==> src/rtl/adsr_pkg.sv <==
// Shared types and register map for the ADSR envelope bank.
// Voice state codes double as the STATUS register field values.
package adsr_pkg;

  typedef enum logic [2:0] {
    ST_IDLE    = 3'd0,
    ST_ATTACK  = 3'd1,
    ST_DECAY   = 3'd2,
    ST_SUSTAIN = 3'd3,
    ST_RELEASE = 3'd4
  } adsr_state_e;

  typedef enum logic [1:0] {
    SWEEP_IDLE = 2'd0,
    SWEEP_RUN  = 2'd1,
    SWEEP_DONE = 2'd2
  } sweep_state_e;

  localparam int STATUS_W = 3;

  // Word offsets inside a voice's 16-byte register block
  localparam logic [1:0] OFS_ATTACK_RATE  = 2'd0;
  localparam logic [1:0] OFS_DECAY_RATE   = 2'd1;
  localparam logic [1:0] OFS_SUSTAIN_LVL  = 2'd2;
  localparam logic [1:0] OFS_RELEASE_RATE = 2'd3;

  localparam logic [15:0] ADDR_GATE       = 16'h0100;
  localparam logic [15:0] ADDR_STATUS     = 16'h0104;
  localparam logic [15:0] ADDR_LEVEL_BASE = 16'h0200;

  function automatic logic [31:0] be_merge(input logic [31:0] cur,
                                           input logic [31:0] wdata,
                                           input logic [3:0]  be);
    logic [31:0] res;
    res = cur;
    for (int b = 0; b < 4; b++) begin
      if (be[b]) res[8*b +: 8] = wdata[8*b +: 8];
    end
    return res;
  endfunction

endpackage

==> src/rtl/adsr_voice_step.sv <==
// One envelope step for a single voice: gate-edge handling followed by the
// rate update of the resulting state. Purely combinational, shared by the sweep.
module adsr_voice_step
  import adsr_pkg::*;
#(
  parameter int LEVEL_W = 16
) (
  input  logic [STATUS_W-1:0] state_i,
  input  logic [LEVEL_W-1:0]  level_i,
  input  logic                gate_i,
  input  logic                gate_prev_i,
  input  logic [LEVEL_W-1:0]  attack_i,
  input  logic [LEVEL_W-1:0]  decay_i,
  input  logic [LEVEL_W-1:0]  sustain_i,
  input  logic [LEVEL_W-1:0]  release_i,
  output logic [STATUS_W-1:0] state_o,
  output logic [LEVEL_W-1:0]  level_o
);

  localparam logic [LEVEL_W-1:0] LEVEL_MAX = '1;

  adsr_state_e      cur_state;
  adsr_state_e      eff_state;
  adsr_state_e      nxt_state;
  logic [LEVEL_W:0] attack_sum;

  always_comb begin
    cur_state = adsr_state_e'(state_i);
    eff_state = cur_state;
    // The edge tick already applies the new phase's step, starting from the current level
    if (gate_i && !gate_prev_i) begin
      eff_state = ST_ATTACK;
    end else if (!gate_i && gate_prev_i &&
                 (cur_state == ST_ATTACK || cur_state == ST_DECAY || cur_state == ST_SUSTAIN)) begin
      eff_state = ST_RELEASE;
    end

    attack_sum = {1'b0, level_i} + {1'b0, attack_i};
    nxt_state  = eff_state;
    level_o    = level_i;

    case (eff_state)
      ST_ATTACK: begin
        if (attack_i != '0) begin
          if (attack_sum >= {1'b0, LEVEL_MAX}) begin
            level_o   = LEVEL_MAX;
            nxt_state = ST_DECAY;
          end else begin
            level_o = attack_sum[LEVEL_W-1:0];
          end
        end
      end
      ST_DECAY: begin
        if (decay_i != '0) begin
          if ((level_i <= sustain_i) || ((level_i - sustain_i) <= decay_i)) begin
            level_o   = sustain_i;
            nxt_state = ST_SUSTAIN;
          end else begin
            level_o = level_i - decay_i;
          end
        end
      end
      ST_SUSTAIN: level_o = sustain_i;
      ST_RELEASE: begin
        if (release_i != '0) begin
          if (level_i <= release_i) begin
            level_o   = '0;
            nxt_state = ST_IDLE;
          end else begin
            level_o = level_i - release_i;
          end
        end
      end
      default: nxt_state = ST_IDLE;
    endcase
  end

  assign state_o = nxt_state;

endmodule

==> src/rtl/adsr_envelope_bank.sv <==
// Bank of ADSR envelope generators behind an Avalon-style register port.
// A single shared step unit walks the voices one per cycle after each sample tick.
module adsr_envelope_bank
  import adsr_pkg::*;
#(
  parameter int NUM_VOICES = 4,
  parameter int LEVEL_W    = 16
) (
  input  logic                          clk,
  input  logic                          reset,
  input  logic [15:0]                   avalon_address,
  input  logic [3:0]                    avalon_byte_enable,
  input  logic                          avalon_read,
  input  logic                          avalon_write,
  input  logic [31:0]                   avalon_write_data,
  output logic                          avalon_acknowledge,
  output logic [31:0]                   avalon_read_data,
  input  logic                          sample_tick,
  output logic [NUM_VOICES*LEVEL_W-1:0] env_level,
  output logic                          env_valid
);

  logic                  ack_q, ack_d, cool_q, cool_d;
  logic [31:0]           rdata_q, rdata_d;
  logic                  env_valid_q, env_valid_d;
  logic [NUM_VOICES-1:0] gate_q, gate_d, gate_prev_q, gate_prev_d;
  logic [LEVEL_W-1:0]    attack_q[NUM_VOICES], attack_d[NUM_VOICES];
  logic [LEVEL_W-1:0]    decay_q[NUM_VOICES], decay_d[NUM_VOICES];
  logic [LEVEL_W-1:0]    sustain_q[NUM_VOICES], sustain_d[NUM_VOICES];
  logic [LEVEL_W-1:0]    release_q[NUM_VOICES], release_d[NUM_VOICES];
  logic [LEVEL_W-1:0]    level_q[NUM_VOICES], level_d[NUM_VOICES];
  adsr_state_e           state_q[NUM_VOICES], state_d[NUM_VOICES];
  sweep_state_e          sweep_q, sweep_d;
  logic [2:0]            vidx_q, vidx_d;

  logic                  accept, wr_en, rd_en;
  logic                  is_voice, is_gate, is_status, is_level;
  logic [31:0]           rd_word, merged;
  logic                  step_en;
  logic [2:0]            step_idx;
  logic [STATUS_W-1:0]   sel_state, nxt_state;
  logic [LEVEL_W-1:0]    sel_level, sel_attack, sel_decay, sel_sustain, sel_release, nxt_level;
  logic                  sel_gate, sel_prev;
  logic                  unused_addr_bits;

  assign unused_addr_bits = ^avalon_address[1:0];

  // Bus handshake: one-cycle ack, then a forced idle cycle before the next accept
  assign accept = (avalon_read | avalon_write) & ~ack_q & ~cool_q;
  assign wr_en  = accept & avalon_write;
  assign rd_en  = accept & avalon_read & ~avalon_write;

  assign is_voice  = (avalon_address[15:7] == 9'd0) && (int'(avalon_address[6:4]) < NUM_VOICES);
  assign is_gate   = (avalon_address[15:2] == ADDR_GATE[15:2]);
  assign is_status = (avalon_address[15:2] == ADDR_STATUS[15:2]);
  assign is_level  = (avalon_address[15:5] == ADDR_LEVEL_BASE[15:5]) &&
                     (int'(avalon_address[4:2]) < NUM_VOICES);

  always_comb begin
    rd_word = '0;
    if (is_voice) begin
      for (int v = 0; v < NUM_VOICES; v++) begin
        if (avalon_address[6:4] == 3'(v)) begin
          case (avalon_address[3:2])
            OFS_ATTACK_RATE:  rd_word = 32'(attack_q[v]);
            OFS_DECAY_RATE:   rd_word = 32'(decay_q[v]);
            OFS_SUSTAIN_LVL:  rd_word = 32'(sustain_q[v]);
            OFS_RELEASE_RATE: rd_word = 32'(release_q[v]);
          endcase
        end
      end
    end else if (is_gate) begin
      rd_word = 32'(gate_q);
    end else if (is_status) begin
      for (int v = 0; v < NUM_VOICES; v++) rd_word[STATUS_W*v +: STATUS_W] = state_q[v];
    end else if (is_level) begin
      for (int v = 0; v < NUM_VOICES; v++) begin
        if (avalon_address[4:2] == 3'(v)) rd_word = 32'(level_q[v]);
      end
    end
  end

  assign ack_d   = accept;
  assign cool_d  = ack_q;
  assign rdata_d = rd_en ? rd_word : 32'd0;

  // Sweep FSM: state register
  always_ff @(posedge clk) begin
    if (reset) begin
      sweep_q <= SWEEP_IDLE;
      vidx_q  <= '0;
    end else begin
      sweep_q <= sweep_d;
      vidx_q  <= vidx_d;
    end
  end

  // Sweep FSM: next state; voice 0 is stepped on the very edge that samples the tick
  always_comb begin
    sweep_d = sweep_q;
    vidx_d  = vidx_q;
    case (sweep_q)
      SWEEP_IDLE: begin
        if (sample_tick) begin
          vidx_d  = 3'd1;
          sweep_d = (NUM_VOICES == 1) ? SWEEP_DONE : SWEEP_RUN;
        end
      end
      SWEEP_RUN: begin
        vidx_d = vidx_q + 3'd1;
        if (int'(vidx_q) == NUM_VOICES - 1) sweep_d = SWEEP_DONE;
      end
      default: begin
        sweep_d = SWEEP_IDLE;
        vidx_d  = '0;
      end
    endcase
  end

  // Sweep FSM: outputs
  always_comb begin
    step_en     = ((sweep_q == SWEEP_IDLE) && sample_tick) || (sweep_q == SWEEP_RUN);
    step_idx    = (sweep_q == SWEEP_RUN) ? vidx_q : 3'd0;
    env_valid_d = (sweep_q == SWEEP_DONE);
  end

  always_comb begin
    sel_state   = ST_IDLE;
    sel_level   = '0;
    sel_attack  = '0;
    sel_decay   = '0;
    sel_sustain = '0;
    sel_release = '0;
    sel_gate    = 1'b0;
    sel_prev    = 1'b0;
    for (int v = 0; v < NUM_VOICES; v++) begin
      if (step_idx == 3'(v)) begin
        sel_state   = state_q[v];
        sel_level   = level_q[v];
        sel_attack  = attack_q[v];
        sel_decay   = decay_q[v];
        sel_sustain = sustain_q[v];
        sel_release = release_q[v];
        sel_gate    = gate_q[v];
        sel_prev    = gate_prev_q[v];
      end
    end
  end

  adsr_voice_step #(.LEVEL_W(LEVEL_W)) u_step (
    .state_i     (sel_state),
    .level_i     (sel_level),
    .gate_i      (sel_gate),
    .gate_prev_i (sel_prev),
    .attack_i    (sel_attack),
    .decay_i     (sel_decay),
    .sustain_i   (sel_sustain),
    .release_i   (sel_release),
    .state_o     (nxt_state),
    .level_o     (nxt_level)
  );

  always_comb begin
    attack_d    = attack_q;
    decay_d     = decay_q;
    sustain_d   = sustain_q;
    release_d   = release_q;
    gate_d      = gate_q;
    gate_prev_d = gate_prev_q;
    state_d     = state_q;
    level_d     = level_q;
    merged      = '0;
    if (wr_en && is_voice) begin
      for (int v = 0; v < NUM_VOICES; v++) begin
        if (avalon_address[6:4] == 3'(v)) begin
          case (avalon_address[3:2])
            OFS_ATTACK_RATE: begin
              merged = be_merge(32'(attack_q[v]), avalon_write_data, avalon_byte_enable);
              attack_d[v] = merged[LEVEL_W-1:0];
            end
            OFS_DECAY_RATE: begin
              merged = be_merge(32'(decay_q[v]), avalon_write_data, avalon_byte_enable);
              decay_d[v] = merged[LEVEL_W-1:0];
            end
            OFS_SUSTAIN_LVL: begin
              merged = be_merge(32'(sustain_q[v]), avalon_write_data, avalon_byte_enable);
              sustain_d[v] = merged[LEVEL_W-1:0];
            end
            OFS_RELEASE_RATE: begin
              merged = be_merge(32'(release_q[v]), avalon_write_data, avalon_byte_enable);
              release_d[v] = merged[LEVEL_W-1:0];
            end
          endcase
        end
      end
    end else if (wr_en && is_gate) begin
      merged = be_merge(32'(gate_q), avalon_write_data, avalon_byte_enable);
      gate_d = merged[NUM_VOICES-1:0];
    end
    // The step sees pre-write registers; a write takes effect for later voices of the sweep
    for (int v = 0; v < NUM_VOICES; v++) begin
      if (step_en && (step_idx == 3'(v))) begin
        state_d[v]     = adsr_state_e'(nxt_state);
        level_d[v]     = nxt_level;
        gate_prev_d[v] = gate_q[v];
      end
    end
  end

  always_ff @(posedge clk) begin
    if (reset) begin
      ack_q       <= 1'b0;
      cool_q      <= 1'b0;
      rdata_q     <= '0;
      env_valid_q <= 1'b0;
      gate_q      <= '0;
      gate_prev_q <= '0;
      for (int v = 0; v < NUM_VOICES; v++) begin
        attack_q[v]  <= '0;
        decay_q[v]   <= '0;
        sustain_q[v] <= '0;
        release_q[v] <= '0;
        level_q[v]   <= '0;
        state_q[v]   <= ST_IDLE;
      end
    end else begin
      ack_q       <= ack_d;
      cool_q      <= cool_d;
      rdata_q     <= rdata_d;
      env_valid_q <= env_valid_d;
      gate_q      <= gate_d;
      gate_prev_q <= gate_prev_d;
      attack_q    <= attack_d;
      decay_q     <= decay_d;
      sustain_q   <= sustain_d;
      release_q   <= release_d;
      level_q     <= level_d;
      state_q     <= state_d;
    end
  end

  assign avalon_acknowledge = ack_q;
  assign avalon_read_data   = rdata_q;
  assign env_valid          = env_valid_q;

  for (genvar gi = 0; gi < NUM_VOICES; gi++) begin : g_level
    assign env_level[gi*LEVEL_W +: LEVEL_W] = level_q[gi];
  end

endmodule

==> config.mk <==
export PLATFORM = sky130hd
export DESIGN_NAME = adsr_envelope_bank
export DESIGN_NICKNAME = d
export VERILOG_FILES = /design/src/rtl/adsr_pkg.sv /design/src/rtl/adsr_voice_step.sv /design/src/rtl/adsr_envelope_bank.sv
export SDC_FILE = /design/constraint.sdc
export NUM_CORES = 1
export LEC_CHECK = 0
export CORE_ASPECT_RATIO = 1.1
export CORE_UTILIZATION = 30
export DETAILED_ROUTE_END_ITERATION = 12
export SYNTH_ARGS = -nofsm -noshare
export SYNTH_HDL_FRONTEND = slang
export SYNTH_SLANG_ARGS = --single-unit
==> constraint.sdc <==
create_clock -name clk -period 10.8 [get_ports clk]
set_input_delay 2.16 -clock clk [delete_from_list [all_inputs] [get_ports clk]]
set_output_delay 2.16 -clock clk [all_outputs]
set_load 0.03 [all_outputs]
Word-level counts from Yosys, hierarchy flattened --
Cells that the tools add are included.
Operators by class: add/sub/neg operators 5, order comparisons 6, equality and inequality tests 27, mux-type cells 71, bitwise logic cells 11, reductions and logical operators 62
Operator list (number):
- $pmux W32 S4 | 4
- $mux W16 | 27
- $mux W32 | 10
- $reduce_and A4 Y1 | 32
- $pmux W16 S4 | 1
- $le A16 B16 Y1 | 3
- $reduce_bool A16 Y1 | 3
- $sub A16 B16 Y16 | 3
- $mux W3 | 14
- $eq A3 B2 Y1 const B | 10
- $eq A14 B7 Y1 const B | 2
- $mux W20 | 1
- $add A16 B16 Y17 | 1
- $ge A17 B16 Y1 const B | 1
- $eq A3 B1 Y1 const B | 5
- $logic_and A1 B1 Y1 | 12
- $mux W12 | 1
- $pmux W3 S4 | 1
- $eq A11 B5 Y1 const B | 1
- $logic_not A3 Y1 | 3
- $logic_not A9 Y1 | 1
- $mux W1 | 8
- $eq A2 B2 Y1 const B | 3
- $eq A3 B3 Y1 const B | 2
- 16 further kinds | 33
Storage, ports and cells: register bits after elaboration 380, bits of input ports 57, output and inout bits 98

Longest topological paths before layout --
Gate-level depths: netlist (run 1).
depth after elaboration 16, gate-level depth with buffers 35

By module --
From an unflattened synthesis (run 1), not the netlist that was laid out.
Second synthesis, totals: cells, all modules 2733, area total of the unflattened synthesis 22360.2 µm²
Modules (own cells, without submodules):
- adsr_envelope_bank | instances 1, cells each 2018, area each 17546.8 µm²
- adsr_voice_step | instances 1, cells each 715, area each 4813.4 µm²

Worst setup path after synthesis (run 1) --
OpenSTA, ideal clock, no wires.
kind reg-to-reg, start point reg vidx_q[1], end point reg level_q (netlist bit env_level[8]), setup time 0.136 ns, arrival 6.696 ns, data required time 10.664 ns, setup slack 3.968 ns, stages on the path, launching flop included 35, path buffers 6, clock period less this slack 6.832 ns, cells stage by stage dfxtp_1 > buf_2 > nand4bb_1 > buf_2 > nor2_1 > buf_2 > buf_1 > a22o_1 > a221oi_1 > inv_1 > ha_1 > nor2b_1 > o21ai_0 > a21boi_0 > o21ai_0 > a21boi_0 > o21ai_0 > a21oi_1 > a211o_1 > a31o_2 > a21oi_1 > xnor2_1 > ha_1 > nand4_1 > a211o_1 > a31oi_1 > o21ai_0 > a31oi_1 > clkbuf_1 > clkbuf_1 > nor3_1 > nor2_1 > o221ai_1 > a21oi_1 > o32ai_1
On the way: longest elaborated chain between the ends 14, elaborated cells on any way between the ends 73
Ends and longest elaborated chain:
- from (decl) | RTL line adsr_envelope_bank.sv:34 | logic [2:0] vidx_q, vidx_d;
- from (signal assigned) | RTL line adsr_envelope_bank.sv:94 | vidx_q <= vidx_d;
- $mux W3 * | RTL line adsr_envelope_bank.sv:123 | step_idx = (sweep_q == SWEEP_RUN) ? vidx_q : 3'd0;
- branches (longest 13 deep; another with $sub A16 B16 Y16)
- to (signal assigned) | RTL line adsr_envelope_bank.sv:237 | level_q <= level_d;
- to (decl) | RTL line adsr_envelope_bank.sv:31 | logic [LEVEL_W-1:0] level_q[NUM_VOICES], level_d[NUM_VOICES];
Every way passes the cells marked *. A chain may end at the register's enable or synchronous reset.

Worst setup path in the final report (run 1) --
start point reg sweep_q[0], end point reg level_q (netlist bit env_level[56])
On the way: longest elaborated chain between the ends 15, elaborated cells on any way between the ends 77
Ends and longest elaborated chain:
- from (decl) | RTL line adsr_envelope_bank.sv:33 | sweep_state_e sweep_q, sweep_d;
- from (signal assigned) | RTL line adsr_envelope_bank.sv:93 | sweep_q <= sweep_d;
- branches (longest 15 deep; another with $sub A16 B16 Y16)
Several ways; the timed one is not identified.

==> key figures, run 1 <==
Outcome
  – Outcome: complete, no violations

Routing
  – Vias/cell: 6.03
  – Drt wl/cell: 25.6 microns
  – DR iter-0 viols: 3,211
  – DRT Pass-1 Iters: 6
  – Post-route DRC violation count: 0
  – Routed WL: 102,000 microns
  – Final antenna-violating net count: 0
  – Vias: 24.0k

Critical path
  – Critical path's slowest cell: dfxtp_1
  – Worst path required time: 11.26 ns
  – Worst EP arrival: 9.10 ns
  – Most Frequent Cell on Critical Path: o21ai_0
  – Critical path endpoint category: register
  – CP max stage delay: 0.78 ns
  – CP Launch Type: register
  – Crit path max fanout: 20
  – Setup CP Type: reg2reg

Worst hold path
  – HP Class: reg2reg

Global route
  – Global Route Usage Sum: 25.3%
  – Vias in the first global route: 22.1k
  – Initial antenna violation count: 6
  – First-pass GRT wire length: 150,000 microns
  – Pin count of the biggest net entering global routing: 108
  – Total gr overflow: 0

Logic synthesis
  – Mapped Cells: 2,939
  – Synth Area in Simple Gates: 23.1%
  – Yosys warns: 0
  – Register bit total from synthesis: 364
  – Ys async rst share: 0%
  – Mux cell area share after synthesis: 10.4%
  – Unique masters post-synth: 93
  – Post-Synth Adder-Cell Area: 4.68%
  – Ys flop type: dfxtp_1
  – Sequential share of the synthesized area: 31.2%
  – Compound-Gate Fraction of Synth Area: 23.3%
  – Mapped Avg Cell Area: 7.95 sq um
  – Post-synth top area share: 31.2%
  – Post-synth EDFFs: 0
  – Synth cell count leaders: dfxtp_1 (364), nand2_1 (356), a21oi_1 (331)
  – Synth area leaders: dfxtp_1 (31%), a21oi_1 (7.1%), mux4_2 (6.1%)
  – Xor/xnor share of the synthesized area: 1.58%
  – Synth area leader: dfxtp_1
  – Mapped cell area: 23,400 sq um
  – Largest family of logic cells by synthesized area: compound AO/OA/AOI/OAI gates
  – Most frequent cell after synthesis: dfxtp_1

Floorplanning
  – CORE AREA: 76,500 sq um
  – Initial Utilization: 30.5%
  – IO Pins: 155
  – Die extent in y: 295 microns
  – Site row count: 106
  – Die Width: 268 microns
  – Die area: 79,000 sq um

Power
  – P_leak: 9.77 nW
  – Internal: 0.00255 W
  – Logic gate share of total power: 23.9%
  – VDD IR-drop max: 0.108 mV
  – Clock share of power: 40.0%
  – P per Cell Area: 142 nW/um^2
  – Flop pwr share: 36.1%
  – NetSw: 0.00126 W
  – Sw Ratio: 33.1%

STA
  – Period minus WS final: 8.64 ns
  – Setup violations, final: 0
  – Slack of the critical path: 2.16 ns
  – Post-route setup TNS: 0 ns
  – Period utilization: 80.0%
  – Fin. Hold Viols: 0
  – Peak Freq: 0.116 GHz
  – Layout Skew: 0.0354 ns
  – Worst slew pin tran: 1.30 ns
  – Slew Viols, Final: 0
  – Max_slew headroom: 12.5%
  – RSZ-0062 raised after global routing: false

Placement
  – Dpl hpwl: 71,900 microns
  – Pre-CTS WS: 2.54 ns
  – Placed Instances: 3,912
  – Placed Instance Area: 25,400 sq um
  – GPL Wtd Cong: 0.995
  – Port bufs: 118

Cells and area
  – Layout cells sized above 1: 9.45%
  – Reg area: 7290 sq um
  – Diode count: 0
  – NumNets Final: 3,072
  – Number of fill cells: 7,995
  – Final core utilization: 35.1%
  – Design Area, Final: 26,900 sq um
  – Final Instance Count excl. Fillers: 3,989
  – Multi-input logic area: 14,900 sq um
  – Layout area overhead: 15.0%

CTS
  – Clock Latency Late Sink: 0.60 ns
  – Root buffer cell: clkbuf_16
  – # clock sinks: 364
  – Clock Path Buffers: 3
  – Worst-path clk slew: 0.06 ns
  – Cts bufs inserted: 42
  – CTS tree: done
  – H-tree Lvls: 2
  – Hold-fix buffers, CTS: 0
  – Post-cts resize count: 0
  – Post-CTS Setup Bufs: 0

Run
  – Max Cap Viol: 0
## placed cells by master, fill, tap and decap left out, drive strengths merged, types with 12 or more instances in the layout
| cell type | n |
|---|---|
| o21a | 27 |
| o22ai | 24 |
| a21oi | 332 |
| o211ai | 19 |
| nand2 | 356 |
| nand3b | 27 |
| nand3 | 245 |
| a22o | 19 |
| nand2b | 28 |
| nand4 | 20 |
| a31oi | 25 |
| a221oi | 29 |
| a211oi | 45 |
| dfxtp | 364 |
| buf | 73 |
| nor3b | 23 |
| clkinv | 17 |
| clkbuf | 52 |
| xnor2 | 25 |
| or3 | 12 |
| xor2 | 17 |
| o221ai | 14 |
| a22oi | 53 |
| mux2i | 93 |
| ha | 81 |
| and3 | 37 |
| inv | 62 |
| nor3 | 46 |
| clkdlybuf4s50 | 114 |
| conb | 16 |
| nor2 | 223 |
| or2 | 17 |
| a21o | 32 |
| o21ai | 120 |
| nor2b | 34 |
| mux4 | 63 |
## sequential cells by signal, indices dropped and copies added (netlist names)
name / flops
attack_q: 64
avalon_acknowledge: 1
avalon_read_data: 16
cool_q: 1
decay_q: 64
env_level: 64
env_valid: 1
gate_prev_q: 4
gate_q: 4
release_q: 64
state_q: 12
sustain_q: 64
sweep_q: 2
vidx_q: 3
## final timing paths
| path | startpoint | end | slack, ns | cells after the start |
|---|---|---|---|---|
| worst max register to register | sweep_q[0] | env_level[56] | 2.16 | 30 |
| worst max-delay path | sweep_q[0] | env_level[56] | 2.16 | 30 |
| worst min register to register | gate_prev_q[3] | gate_prev_q[3] | 0.45 | 2 |
| worst min-delay path | gate_prev_q[3] | gate_prev_q[3] | 0.45 | 2 |
## power by group through the flow
stage	clock network, W	registers, W	logic [W]
after floorplan	0	0.00141	0.000602
after detailed placement	0	0.00140	0.000880
after global routing	0.00160	0.00138	0.000968
final	0.00153	0.00138	0.000909
after CTS	0.00154	0.00137	0.000885
after global placement	0	0.00140	0.000883
## critical path: cells and delay by family (launching register included)
family                     cells  cell delay [ns]
AOI/OAI and AO/OA             18             4.17
and+or+nand+nor                6             2.04
DFF                            1             0.78
buffers and inverters          3             0.75
adders and majority gates      2             0.63
xor gates and xnor gates       1             0.09
## cell type report
class                   instances  area share (%)
inverters                      61           0.852
clock buffers                  52            4.28
repair buffers                187            6.35
flip-flops and latches        364            27.1
multi-input cells            2274            55.5
clock inverters                25            1.13
well taps                    1026            4.78
## per-layer routing
| metal | track usage [%] | vias up | routed length [microns] |
|---|---|---|---|
| li1 | - | 10800 | - |
| met1 | 32.9 | 11600 | 40400 |
| met2 | 38.1 | 1407 | 44200 |
| met3 | 6.22 | 314 | 11200 |
| met4 | 13.6 | 6 | 6170 |
| met5 | 0 | - | 35 |
## cells by family (layout without fill, tap and decap cells)
logic type | Yosys count | after routing
XOR/XNOR | 42 | 42
other | 1 | 16
AO/OA/AOI/OAI | 847 | 847
buffers and inverters | 316 | 325
adder cells (fa/ha/maj) | 85 | 85
flip-flops | 364 | 364
multiplexers | 164 | 164
AND/OR/NAND/NOR | 1120 | 1120
## stage by stage
stage | power (W) | hold slack (ns)
after global placement | 0.00229 | 0.438
after floorplan | 0.00202 | 0.432
after detailed placement | 0.00229 | 0.444
final | 0.00381 | 0.454
after CTS | 0.00380 | 0.453
after global routing | 0.00394 | 0.480
Note: power is estimated with default switching activity, not from simulation.
==> inputs of run 2 (changes only) <==
==> constraint.sdc (replaced) <==
create_clock -name clk -period 7.4 [get_ports clk]
set_input_delay 1.48 -clock clk [delete_from_list [all_inputs] [get_ports clk]]
set_output_delay 1.48 -clock clk [all_outputs]
set_load 0.03 [all_outputs]
==> key figures, run 2 (same netlist as run 1, synthesis figures left out) <==
CTS
  – Clock Path Buffers: 3 (unchanged)
  – # clock sinks: 364 (unchanged)
  – CTS tree: done (unchanged)
  – Cts bufs inserted: 43 (was 42)
  – H-tree Lvls: 2 (unchanged)
  – Root buffer cell: clkbuf_16 (unchanged)
  – Worst-path clk slew: 0.07 ns (was 0.06 ns)
  – Hold-fix buffers, CTS: 0 (unchanged)
  – Clock Latency Late Sink: 0.61 ns (was 0.60 ns)

Power
  – Logic gate share of total power: 24.9% (was 23.9%)
  – NetSw: 0.00187 W (was 0.00126 W)
  – VDD IR-drop max: 0.158 mV (was 0.108 mV)
  – P per Cell Area: 206 nW/um^2 (was 142 nW/um^2)
  – P_leak: 10.1 nW (was 9.77 nW)
  – Internal: 0.00377 W (was 0.00255 W)
  – Total power: 0.00564 W (was 0.00381 W)
  – Flop pwr share: 35.5% (was 36.1%)
  – Sw Ratio: 33.1% (about the same)
  – Clock share of power: 39.6% (was 40.0%)

Worst hold path
  – Hold path endpoint: sustain_q[43] (was gate_prev_q[3])
  – Hold Startpoint: sustain_q[43] (was gate_prev_q[3])
  – HP Class: reg2reg (unchanged)
  – WHS Path Cells: 2 (unchanged)

STA
  – Layout Skew: 0.0307 ns (was 0.0354 ns)
  – Setup violations, final: 0 (unchanged)
  – Peak Freq: 0.143 GHz (was 0.116 GHz)
  – Worst slew pin tran: 1.37 ns (was 1.30 ns)
  – Post-route setup TNS: 0 ns (unchanged)
  – Period utilization: 94.6% (was 80.0%)
  – RSZ-0062 raised after global routing: false (unchanged)
  – Fin. Hold Viols: 0 (unchanged)
  – Period minus WS final: 7.00 ns (was 8.64 ns)
  – Max_slew headroom: 8.80% (was 12.5%)
  – Slew Viols, Final: 0 (unchanged)

Routing
  – Met3 WL: 11,100 microns (was 11,200 microns)
  – DR iter-0 viols: 3,356 (was 3,211)
  – Post-Route M1 WL: 42,100 microns (was 40,400 microns)
  – Metal2 WL: 45,900 microns (was 44,200 microns)
  – Drt wl/cell: 25.9 microns (was 25.6 microns)
  – Vias: 24.3k (was 24.0k)
  – Max layer used: met5 (unchanged)
  – Routed WL: 105,000 microns (was 102,000 microns)
  – Vias/cell: 6.00 (was 6.03)
  – Final antenna-violating net count: 0 (unchanged)
  – DRT Pass-1 Iters: 7 (was 6)
  – Post-route DRC violation count: 0 (unchanged)

Floorplanning
  – CORE AREA: 76,500 sq um (unchanged)
  – Die area: 79,000 sq um (unchanged)
  – Initial Utilization: 30.5% (unchanged)
  – IO Pins: 155 (unchanged)
  – Site row count: 106 (unchanged)
  – Die Width: 268 microns (unchanged)
  – Die extent in y: 295 microns (unchanged)

Cells and area
  – Leading cell types in the layout, fill and taps excluded: dfxtp_1 (361), nand2_1 (356), a21oi_1 (331), nand3_1 (245), nor2_1 (213) (was dfxtp_1 (362), nand2_1 (356), a21oi_1 (331), nand3_1 (245), nor2_1 (213))
  – Layout area overhead: 17.3% (was 15.0%)
  – Final core utilization: 35.8% (was 35.1%)
  – Multi-input logic area: 14,900 sq um (about the same)
  – Layout cells sized above 1: 11.5% (was 9.45%)
  – NumNets Final: 3,136 (was 3,072)
  – Final Instance Count excl. Fillers: 4,059 (was 3,989)
  – Most common cell after layout, fill and taps aside: dfxtp_1 (unchanged)
  – Number of fill cells: 8,041 (was 7,995)
  – Reg area: 7290 sq um (about the same)

Critical path
  – Critical path's slowest cell: dfxtp_1 (unchanged)
  – CP max stage delay: 0.53 ns (was 0.78 ns)
  – Crit path max fanout: 28 (was 20)
  – Most Frequent Cell on Critical Path: o21ai_0 (unchanged)
  – Setup CP Type: reg2reg (unchanged)
  – R2r startpoint: sweep_q[0] (unchanged)
  – Worst path required time: 7.86 ns (was 11.26 ns)
  – Worst EP arrival: 7.45 ns (was 9.10 ns)
  – Worst R2R End: env_level[52] (was env_level[56])
  – R2R cell count: 29 (was 30)
  – CP Launch Type: register (unchanged)
  – Critical path endpoint category: register (unchanged)
  – R2R setup slack: 0.40 ns (was 2.16 ns)

Outcome
  – Outcome: complete, no violations (unchanged)

Placement
  – GPL Wtd Cong: 0.966 (was 0.995)
  – Port bufs: 118 (unchanged)
  – Placed Instances: 3,975 (was 3,912)
  – Dpl hpwl: 75,100 microns (was 71,900 microns)

Global route
  – Total gr overflow: 0 (unchanged)
  – Global Route Usage Sum: 25.9% (was 25.3%)
  – Vias in the first global route: 22.4k (was 22.1k)
  – First-pass GRT wire length: 153,000 microns (was 150,000 microns)
  – Initial antenna violation count: 8 (was 6)
  – Pin count of the biggest net entering global routing: 207 (was 108)

Run
  – Max Cap Viol: 0 (unchanged)
run 2: cell count changes in the layout (fill, tap and decap cells not counted), moves of 2 or more:
cell,delta
clkinv_2,-3
clkbuf_1,+2
buf_4,+62
inv_6,+2
clkbuf_8,+6
clkinvlp_4,-2
bufinv_16,-2
diode_2,+5
run 2: repair_timing:
item | CTS | global route
gates resized for setup | 0 | 7
buffers inserted | 0 | 0
setup endpoints to repair | 0 | 34
run 2: worst max-delay path: cells and delay by family, from the launching register on:
kind,cells,cell delay (ns)
AO/OA/AOI/OAI,18,3.92
XOR/XNOR,1,0.09
adder cells (fa/ha/maj),2,0.61
buffers and inverters,3,0.51
flip-flops,1,0.53
AND/OR/NAND/NOR,5,1.18
run 2: how the worst max path moves through the flow:
stage | start | to | slack [ns] | cells after the start
2_1_floorplan | vidx_q[1] | env_level[8] | 0.57 | 34
3_3_place_gp | vidx_q[2] | env_level[52] | 0.49 | 29
3_5_place_dp | vidx_q[2] | env_level[52] | 0.41 | 29
4_1_cts | vidx_q[2] | env_level[52] | 0.37 | 29
5_1_grt | sweep_q[0] | env_level[52] | 0.004 | 29
6_report | sweep_q[0] | env_level[52] | 0.40 | 29
run 2: final cells by class:
class	instances	share of cell area, %
Clock buffer	60	4.53
Tap cell	1026	4.69
Timing Repair Buffer	250	8.00
Inverter	61	0.836
Antenna cell	5	0.0457
Clock inverter	19	0.795
Multi-Input combinational cell	2274	54.5
Sequential cell	364	26.6
run 2: metal layers:
layer | global-route usage, % | vias up
met4 | 13.7 | 8
met1 | 34.2 | 11700
met2 | 38.8 | 1452
li1 | - | 10900
met3 | 5.89 | 322
met5 | 0 | -
run 2: per-stage QoR:
step / cell area (sq um) / hold WS [ns] / setup slack, ns
final: 27400 / 0.454 / 0.403
after global routing: 27400 / 0.480 / 0.00437
after CTS: 27400 / 0.456 / 0.368
after detailed placement: 25900 / 0.448 / 0.406
after global placement: 25900 / 0.443 / 0.492
after floorplan: 23400 / 0.432 / 0.568
run 2: power by group through the flow:
stage	logic [W]	registers, W	clock network (W)
after global routing	0.00149	0.00200	0.00233
after floorplan	0.000879	0.00206	0
after detailed placement	0.00136	0.00205	0
final	0.00140	0.00200	0.00223
after global placement	0.00137	0.00205	0
after CTS	0.00137	0.00200	0.00226
